## config.mk

```make
export PLATFORM = sky130hd
export DESIGN_NAME = multi_symbol_position_limiter
export DESIGN_NICKNAME = d
export VERILOG_FILES = /design/src/rtl/multi_symbol_position_limiter.sv
export SDC_FILE = /design/constraint.sdc
export NUM_CORES = 2
export LEC_CHECK = 0
export CAP_MARGIN = 15
export CORE_MARGIN = 2
export CORE_UTILIZATION = 36
export CTS_BUF_LIST = sky130_fd_sc_hd__clkbuf_8
export CTS_CLUSTER_DIAMETER = 100
export DETAILED_ROUTE_END_ITERATION = 8
export GPL_ROUTABILITY_DRIVEN = 0
export PLACE_DENSITY_LB_ADDON = 0.15
export SYNTH_ARGS = -nofsm -noshare
export SYNTH_HDL_FRONTEND = slang
export SYNTH_SLANG_ARGS = --single-unit
```

## constraint.sdc

```tcl
create_clock -name clk -period 10.8 [get_ports clk]
set_input_delay 2.16 -clock clk [delete_from_list [all_inputs] [get_ports clk]]
set_output_delay 2.16 -clock clk [all_outputs]
set_load 0.05 [all_outputs]
```

## src/rtl/multi_symbol_position_limiter.sv

```systemverilog
// -----------------------------------------------------------------------------
// multi_symbol_position_limiter
//
// Pre-trade risk gate for a book of NUM_SYMBOLS instruments. Every accepted
// order is checked against the per-symbol net position, an order-size cap and
// a global gross-notional cap. One registered decision per accepted order is
// presented a cycle later. Positions and gross notional change only on fills.
//
// Ports
//   clk, rst_n                 clock, synchronous active-low reset
//   cfg_enabled                0: every in-range order passes (state still updates)
//   cfg_max_long_qty           largest allowed positive net position
//   cfg_max_short_qty          magnitude of the most negative allowed net position
//   cfg_max_order_qty          largest single new order
//   cfg_max_notional           global gross notional cap
//   order_*                    order request, valid/ready handshake
//   fill_*                     execution report, applied whenever fill_valid=1
//   result_*                   decision, valid/ready handshake
//   pos_rd_sym / pos_rd_net    combinational read of one registered net position
//   gross_notional             registered global gross notional
//   total_passed/rejected      count of decisions consumed downstream
// -----------------------------------------------------------------------------
package multi_symbol_position_limiter_pkg;

    typedef enum logic {
        SIDE_BUY  = 1'b0,
        SIDE_SELL = 1'b1
    } order_side_e;

    typedef enum logic {
        ORDER_NEW    = 1'b0,
        ORDER_CANCEL = 1'b1
    } order_type_e;

    typedef enum logic [1:0] {
        RISK_OK             = 2'd0,
        RISK_ORDER_SIZE     = 2'd1,
        RISK_POSITION_LIMIT = 2'd2,
        RISK_NOTIONAL_LIMIT = 2'd3
    } risk_reject_e;

endpackage

module multi_symbol_position_limiter
    import multi_symbol_position_limiter_pkg::*;
#(
    parameter int NUM_SYMBOLS    = 8,
    parameter int SYM_WIDTH      = (NUM_SYMBOLS > 1) ? $clog2(NUM_SYMBOLS) : 1,
    parameter int QTY_WIDTH      = 64,
    parameter int NOTIONAL_WIDTH = 64
) (
    input  logic                        clk,
    input  logic                        rst_n,

    input  logic                        cfg_enabled,
    input  logic [QTY_WIDTH-1:0]        cfg_max_long_qty,
    input  logic [QTY_WIDTH-1:0]        cfg_max_short_qty,
    input  logic [QTY_WIDTH-1:0]        cfg_max_order_qty,
    input  logic [NOTIONAL_WIDTH-1:0]   cfg_max_notional,

    input  logic                        order_valid,
    output logic                        order_ready,
    input  logic [SYM_WIDTH-1:0]        order_sym,
    input  order_side_e                 order_side,
    input  order_type_e                 order_type,
    input  logic [QTY_WIDTH-1:0]        order_qty,
    input  logic [NOTIONAL_WIDTH-1:0]   order_notional,

    input  logic                        fill_valid,
    input  logic [SYM_WIDTH-1:0]        fill_sym,
    input  order_side_e                 fill_side,
    input  logic [QTY_WIDTH-1:0]        fill_qty,
    input  logic [NOTIONAL_WIDTH-1:0]   fill_notional,

    output logic                        result_valid,
    input  logic                        result_ready,
    output logic                        result_passed,
    output risk_reject_e                result_reason,
    output logic [SYM_WIDTH-1:0]        result_sym,

    input  logic [SYM_WIDTH-1:0]        pos_rd_sym,
    output logic signed [QTY_WIDTH:0]   pos_rd_net,
    output logic [NOTIONAL_WIDTH-1:0]   gross_notional,

    output logic [63:0]                 total_passed,
    output logic [63:0]                 total_rejected
);

    // Two extra bits over the raw quantity: one for sign, one so that
    // net +/- qty can never wrap before it is compared or saturated.
    typedef logic signed [QTY_WIDTH+1:0] qty_ext_t;

    localparam qty_ext_t                 NET_MAX   = qty_ext_t'({QTY_WIDTH{1'b1}});
    localparam qty_ext_t                 NET_MIN   = -NET_MAX;
    localparam logic [SYM_WIDTH:0]       SYM_LIMIT = (SYM_WIDTH+1)'(NUM_SYMBOLS);

    logic signed [QTY_WIDTH:0]  net_q [NUM_SYMBOLS];
    logic [NOTIONAL_WIDTH-1:0]  gross_q;

    logic                       order_accept;
    logic                       order_in_range;
    logic                       fill_in_range;
    logic signed [QTY_WIDTH:0]  order_net;
    logic signed [QTY_WIDTH:0]  fill_net;
    logic signed [QTY_WIDTH:0]  rd_net;

    qty_ext_t                   order_net_x;
    qty_ext_t                   order_qty_x;
    qty_ext_t                   long_lim_x;
    qty_ext_t                   short_lim_x;
    qty_ext_t                   fill_net_x;
    qty_ext_t                   fill_qty_x;
    qty_ext_t                   fill_sum_x;
    logic signed [QTY_WIDTH:0]  fill_net_next;

    logic [NOTIONAL_WIDTH:0]    order_notional_sum;
    logic [NOTIONAL_WIDTH:0]    fill_notional_sum;
    logic [NOTIONAL_WIDTH-1:0]  gross_next;

    logic                       size_ok;
    logic                       position_ok;
    logic                       notional_ok;
    logic                       dec_passed;
    risk_reject_e               dec_reason;

    assign order_ready    = !result_valid || result_ready;
    assign order_accept   = order_valid && order_ready;
    assign order_in_range = {1'b0, order_sym} < SYM_LIMIT;
    assign fill_in_range  = {1'b0, fill_sym}  < SYM_LIMIT;

    // Read muxes over the position array. A loop compare keeps out-of-range
    // ids from indexing past the array; they simply read 0.
    always_comb begin
        // NOTE: every always_comb output gets a default first so no path
        // leaves it unassigned, which would otherwise infer a latch.
        order_net = '0;
        fill_net  = '0;
        rd_net    = '0;
        for (int i = 0; i < NUM_SYMBOLS; i++) begin
            if (order_sym  == SYM_WIDTH'(i)) order_net = net_q[i];
            if (fill_sym   == SYM_WIDTH'(i)) fill_net  = net_q[i];
            if (pos_rd_sym == SYM_WIDTH'(i)) rd_net    = net_q[i];
        end
    end

    assign pos_rd_net     = rd_net;
    assign gross_notional = gross_q;

    // Order checks, all on registered state so a same-cycle fill is invisible.
    always_comb begin
        order_net_x = qty_ext_t'(order_net);
        order_qty_x = {2'b00, order_qty};
        long_lim_x  = {2'b00, cfg_max_long_qty};
        short_lim_x = {2'b00, cfg_max_short_qty};

        size_ok = order_qty <= cfg_max_order_qty;
        if (order_side == SIDE_BUY) begin
            position_ok = (order_net_x + order_qty_x) <= long_lim_x;
        end else begin
            position_ok = (order_net_x - order_qty_x) >= -short_lim_x;
        end

        order_notional_sum = {1'b0, gross_q} + {1'b0, order_notional};
        notional_ok        = order_notional_sum <= {1'b0, cfg_max_notional};

        dec_passed = 1'b1;
        dec_reason = RISK_OK;
        if (!order_in_range) begin
            // Unknown instrument is rejected even when checking is disabled.
            dec_passed = 1'b0;
            dec_reason = RISK_POSITION_LIMIT;
        end else if (!cfg_enabled || order_type == ORDER_CANCEL) begin
            dec_passed = 1'b1;
            dec_reason = RISK_OK;
        end else if (!size_ok) begin
            dec_passed = 1'b0;
            dec_reason = RISK_ORDER_SIZE;
        end else if (!position_ok) begin
            dec_passed = 1'b0;
            dec_reason = RISK_POSITION_LIMIT;
        end else if (!notional_ok) begin
            dec_passed = 1'b0;
            dec_reason = RISK_NOTIONAL_LIMIT;
        end
    end

    // Fill arithmetic with saturation of both the position and the notional.
    always_comb begin
        fill_net_x = qty_ext_t'(fill_net);
        fill_qty_x = {2'b00, fill_qty};
        if (fill_side == SIDE_BUY) begin
            fill_sum_x = fill_net_x + fill_qty_x;
        end else begin
            fill_sum_x = fill_net_x - fill_qty_x;
        end

        if (fill_sum_x > NET_MAX) begin
            fill_net_next = NET_MAX[QTY_WIDTH:0];
        end else if (fill_sum_x < NET_MIN) begin
            fill_net_next = NET_MIN[QTY_WIDTH:0];
        end else begin
            fill_net_next = fill_sum_x[QTY_WIDTH:0];
        end

        fill_notional_sum = {1'b0, gross_q} + {1'b0, fill_notional};
        gross_next        = fill_notional_sum[NOTIONAL_WIDTH] ? '1
                                                              : fill_notional_sum[NOTIONAL_WIDTH-1:0];
    end

    always_ff @(posedge clk) begin
        // NOTE: sequential state uses non-blocking assignments so every
        // register samples pre-edge values regardless of statement order.
        if (!rst_n) begin
            // NOTE: the position array is reset explicitly because positions
            // must read as flat after reset; this forces it into flops rather
            // than a RAM, which is acceptable for at most 256 entries.
            for (int i = 0; i < NUM_SYMBOLS; i++) begin
                net_q[i] <= '0;
            end
            gross_q        <= '0;
            total_passed   <= '0;
            total_rejected <= '0;
            result_valid   <= 1'b0;
            result_passed  <= 1'b0;
            result_reason  <= RISK_OK;
            result_sym     <= '0;
        end else begin
            if (fill_valid && fill_in_range) begin
                for (int i = 0; i < NUM_SYMBOLS; i++) begin
                    if (fill_sym == SYM_WIDTH'(i)) begin
                        net_q[i] <= fill_net_next;
                    end
                end
                gross_q <= gross_next;
            end

            if (result_valid && result_ready) begin
                if (result_passed) begin
                    total_passed <= total_passed + 64'd1;
                end else begin
                    total_rejected <= total_rejected + 64'd1;
                end
            end

            // Fields are only rewritten on acceptance, so they stay stable
            // while the consumer stalls.
            if (order_accept) begin
                result_valid  <= 1'b1;
                result_passed <= dec_passed;
                result_reason <= dec_reason;
                result_sym    <= order_sym;
            end else if (result_ready) begin
                result_valid <= 1'b0;
            end
        end
    end

endmodule

```

* Yosys cells after proc, flatten, opt, wreduce, memory -nomap -nowiden
Memories as Yosys holds them, arrays and structs flattened.
Index checks and enable logic that the tools add are counted.
W data, S select, Z words.
** Cells by class
- Divide/modulo/power cells :: 0
- $lt $le $gt $ge :: 6
- Equality and inequality tests :: 21
- $mul :: 0
- Reduce and logical (&&, ||, !) cells :: 12
- Bitwise gates (word level) :: 9
- Shifts and indexed selects :: 0
- $add $sub $neg :: 9
- Multiplexer cells :: 80
** Operators by type and width (number)
- $mux W65 :: 34
- $add A65 B65 Y66 :: 2
- $sub A65 B65 Y66 :: 2
- $add A64 B64 Y65 :: 2
- $add A64 B1 Y64 const B :: 2
- $ge A66 B66 Y1 :: 1
- $gt A66 B65 Y1 const B :: 1
- $le A66 B65 Y1 :: 1
- $lt A66 B65 Y1 const B :: 1
- $mux W66 :: 1
- $neg A64 Y66 :: 1
- $le A65 B64 Y1 :: 1
- $le A64 B64 Y1 :: 1
- $mux W64 :: 1
- $mux W1 :: 40
- $eq A3 B3 Y1 const B :: 12
- $eq A3 B2 Y1 const B :: 6
- $eq A3 B1 Y1 const B :: 3
- $logic_not A3 Y1 :: 3
- $mux W2 :: 4
- $or A1 B1 Y1 :: 8
- $reduce_and A2 Y1 :: 2
- $logic_and A1 B1 Y1 :: 2
- $logic_not A1 Y1 :: 2
- 3 further kinds :: 4
** Word-level totals
- Register bits after elaboration :: 199
- RAM bits :: 520
- Input port bits :: 530
- Logic and storage cells :: 145
- Memories kept :: 1
- Output and inout bits :: 265
- Bits in latches :: 0
- ROM bits :: 0
** Memory list
- net_q :: words 8, width 65, rd ports 8, clocked after Yosys merged registers in 0, write ports 8, RTL line 97 : logic signed [QTY_WIDTH:0] net_q [NUM_SYMBOLS];

* Depth between registers and ports, before layout
- Word-level depth :: 15
- Depth in mapped cells :: 35
- Mapped depth without buffers :: 33

* Worst setup path after synthesis
OpenSTA, ideal clock, no wires.
- Kind :: in2reg
- Start :: input port order_sym[1]
- End :: register result_reason[1]
- Data arrival time :: 9.074 ns
- Setup slack :: 1.606 ns
- Path buffers :: 4
- Stages :: 29
- Path through :: clkbuf_1 > clkbuf_1 > clkbuf_1 > clkbuf_1 > mux2i_1 > a222oi_1 > ha_1 > nor2b_1 > o2111a_1 > o21ai_1 > o21ai_0 > a21o_1 > o311ai_1 > o311ai_0 > a311oi_1 > o221ai_1 > a41o_1 > a21oi_1 > xnor2_1 > ha_1 > nand4_1 > nor4_1 > nand4_1 > a31oi_1 > nor3_1 > xnor2_1 > nand3_1 > o21ai_0 > a211o_1
** On the way
- Longest elaborated chain between the ends :: 15
- Elaborated cells on any way between the ends :: 24
- Those cells by class :: 2 x add/sub; 2 x order compare; 7 x eq/ne; 12 x mux; 1 x reduce/logical
** RTL lines
- start, declared :: RTL line 63 : input logic [SYM_WIDTH-1:0] order_sym,
- $logic_not A3 Y1 :: RTL line 140 : if (order_sym == SYM_WIDTH'(i)) order_net = net_q[i];
- $mux W65 (7 in series) :: RTL line 140
- $mux W65 * :: RTL line 140
- $add A65 B65 Y66 or $sub A65 B65 Y66 (tied branches) :: RTL line 158, 160
- $le A66 B65 Y1 or $ge A66 B66 Y1 (tied branches) :: RTL line 158, 160
- $mux W1 * :: RTL line 157 : if (order_side == SIDE_BUY) begin
- $mux W2 * :: RTL line 178 : end else if (!position_ok) begin
- $mux W2 * :: RTL line 175 : end else if (!size_ok) begin
- $mux W2 * :: RTL line 172 : end else if (!cfg_enabled || order_type == ORDER_CANCEL) begin
- end signal, assigned :: RTL line 250 : result_reason <= dec_reason;
- end, declared :: RTL line 78 : output risk_reject_e result_reason,
Every way passes the cells marked *; elsewhere a longest branch is shown, timed or not.
A chain may end at the register's enable or synchronous reset.

* Worst setup path in the final report
- Start :: input port order_sym[1]
- End :: register result_reason[0]
The elaborated chain is that of the path after synthesis.

==> flow_summary.yaml <==
sta:
  slew_viol_final: 0
  max_freq_mhz: 105
  rsz0062_at_grt: "false"
  setup_violations: 0
  fin_crit_sh_pct: 88.5
  slew_headroom_pct: 12.4
  tightest_slew_ns: 1.31
  hold_viol: 0
  finalSetupTns_ns: 0
  period_minus_slack_ns: 9.56
  fin_skew_ns: 0.0656
worst_setup_path:
  arrival_ns: 10.30
  cpMostUsedCell: "o21ai_0"
  cp_slowest_cell: "o311ai_0"
  startpoint_type: "primary input"
  reg2reg_depth: 30
  setup.worst_path.start: "order_sym[1]"
  max_stage_delay_ns: 0.74
  r2r_end: "result_reason[0]"
  cp_max_fo: 41
  criticalPathCategory: "in2reg"
  r2r_slack_ns: 2.93
  end_kind: "flip-flop"
  reg2reg_from: "net_q[1][65]"
  crit_required_ns: 11.53
  endpoint: "result_reason[0]"
cells_and_area:
  nets: 9422
  fill_cells: 17827
  stdcell_count: 10799
  syn_to_final_growth_pct: 21.2
  seqCellArea_um2: 19600
  drive_above_1_share_pct: 9.15
  multi_input_area_um2: 43100
global_routing:
  grt_max_degree: 107
  grt_pass1_vias: 63033
  grt_pass1_wl_um: 418000
  antenna_found_initial: 30
  track_usage_pct: 30.0
  overflow: 0
floorplanning:
  core_um2: 181000
  die_h_um: 431
  io_pins: 795
  rows: 156
  die_w_um: 431
  die-area_um2: 186000
  initial_core_util_pct: 36.3
power_and_ir_drop:
  p_sw_share_pct: 44.2
  p_per_area_nw_per_um2: 155
  p_int_uw: 6870
  leakage_uw: 0.0328
  pwr-share-comb_pct: 49.4
  clkPwrFrac_pct: 22.0
  pwr-share-seq_pct: 28.6
  switching_power_uw: 5440
  ir_worst_vdd_uv: 130
synthesis:
  ys_types: 101
  ys_ff_latch: 719
  syn_area_um2: 65700
  netlist_instances: 7589
  synth_edf_count: 520
  synth_nets: 8708
  async_reset_ff_share_pct: 0
  synth_flop_cell: "edfxtp_1"
  ys_warn_count: 0
  yosysSeqAreaShare_pct: 29.8
  syn_avg_cell_area_um2: 8.65
drt:
  drt_iter0_markers: 7760
  vias: 65443
  avgViaCountPerCell: 6.06
  first_pass_iters: 9
  drtAntennaViolNets: 0
  drc: 29
  routed_wl_um: 291000
  wl_per_cell_um: 27.0
clock_tree:
  cts.sinks: 719
  htree_levels: 4
  clk_pin_slew_ns: 0.06
  cts_buffers: 140
  postCtsSetupRepairBufs: 0
  cts-resized-gates: 0
  clkLatencyLatePin_ns: 0.91
  cts_hold_buf: 0
  cts_tree: "done"
  cts-root-buf: "clkbuf_8"
  clock_path_buffers: 3
hold_path:
  hold_path_depth: 2
  hp-class: "reg2reg"
place:
  io_buffers: 794
  post-dp-hpwl_um: 215000
  place_inst: 10528
status:
  violations: "DRC"
  status: "finished with violations"
run:
  drv_cap: 0
[cells by family after synthesis]
logic type                 synth area share [%]
AOI/OAI and AO/OA                          21.4
xor gates and xnor gates                   6.79
adders and majority gates                  12.0
buffers and inverters                      4.91
DFF                                        29.8
muxes                                      9.05
and+or+nand+nor                            16.0
[cell usage after synthesis, drive strengths merged (56+ instances only)]
master / n / area, um^2
o21bai: 103 / 773
o21ai: 420 / 2100
buf: 56 / 221
edfxtp: 520 / 15600
xnor2: 309 / 2710
mux2: 170 / 1910
nand2: 454 / 1710
a22o: 64 / 561
o221ai: 56 / 490
nor3: 121 / 622
nor2: 982 / 3690
a21oi: 633 / 3170
inv: 428 / 1610
ha: 584 / 7310
nand4: 137 / 857
clkbuf: 370 / 1390
nand3: 119 / 596
a21o: 252 / 1890
mux4: 109 / 2450
nand2b: 60 / 375
nor2b: 72 / 450
dfxtp: 199 / 3980
and3: 58 / 363
xor2: 200 / 1750
or3: 60 / 380
o22ai: 123 / 769
mux2i: 157 / 1570
[how the worst min path moves through the flow]
stage | startpoint | end | slack [ns]
floorplan | result_sym[0] | result_sym[0] | 0.67
global placement | result_sym[2] | result_sym[2] | 0.45
detailed placement | result_sym[1] | result_sym[1] | 0.45
CTS | result_sym[1] | result_sym[1] | 0.46
global route | result_sym[2] | result_sym[2] | 0.48
finish | result_sym[1] | result_sym[1] | 0.45
[metal layers]
layer	routed length (um)	part of all wire, %	track usage (%)	up-vias
li1	-	-	-	29505
met1	117000	40	38.6	31464
met2	128000	44	46.4	3772
met4	14600	5.0	14.6	12
met3	31600	11	7.97	690
met5	68	0.023	0	-
[layout make-up]
class,instances,share of cell area [%]
Multi-Input combinational cell,6014,54.1
Sequential cell,719,24.6
Timing Repair Buffer,998,12.1
Tap cell,2370,3.73
Clock buffer,149,2.58
Inverter,430,2.04
Clock inverter,94,0.783
Antenna cell,25,0.0786
[metrics by stage]
stage	hold slack (ns)	cell area [um^2]	utilization [%]	setup WS (ns)	total power [uW]
after floorplan	0.673	65700	-	1.61	7270
after global placement	0.447	76800	42.4	0.595	9420
after detailed placement	0.450	76800	42.4	0.439	9480
after CTS	0.457	79500	43.9	1.43	12200
after global routing	0.485	79600	44.0	0.904	12900
final	0.454	79600	44.0	1.24	12300
[power by group through the flow]
| stage | Clock, uW | Combinational (uW) | Sequential [uW] |
|---|---|---|---|
| 6_report | 2710 | 6080 | 3520 |
| 5_1_grt | 2860 | 6530 | 3540 |
| 4_1_cts | 2750 | 5950 | 3510 |
| 3_5_place_dp | 0 | 5920 | 3560 |
| 3_3_place_gp | 0 | 5860 | 3560 |
| 2_1_floorplan | 0 | 3680 | 3590 |
[sequential cells by signal (all words and copies together), names as in the netlist]
register	cells
result_valid	1
gross_notional	64
total_passed	64
result_passed	1
net_q	520
result_sym	3
total_rejected	64
result_reason	2
[critical path: cells and delay by family]
family	cells	cell delay [ns]
simple gates	4	1.26
compound gates	17	4.58
xor+xnor	2	0.39
fa+ha+maj	3	0.71
buf+inv	4	1.06
[cells in the final DEF, fill, tap and decap left out, types with 64 or more instances in the layout]
cell type,count
nor2_1,976
clkdlybuf4s50_1,782
a21oi_1,633
ha_1,584
edfxtp_1,520
inv_1,466
nand2_1,447
o21ai_0,400
xnor2_1,307
a21o_1,252
dfxtp_1,199
xor2_1,198
buf_4,198
mux2_2,169
mux2i_1,157
clkbuf_8,149
nand4_1,137
o22ai_1,123
nor3_1,119
nand3_1,116
mux4_2,109
o21bai_1,103
nor2b_1,68
a22o_1,64
No activity file was read; power rests on OpenSTA's default activity.
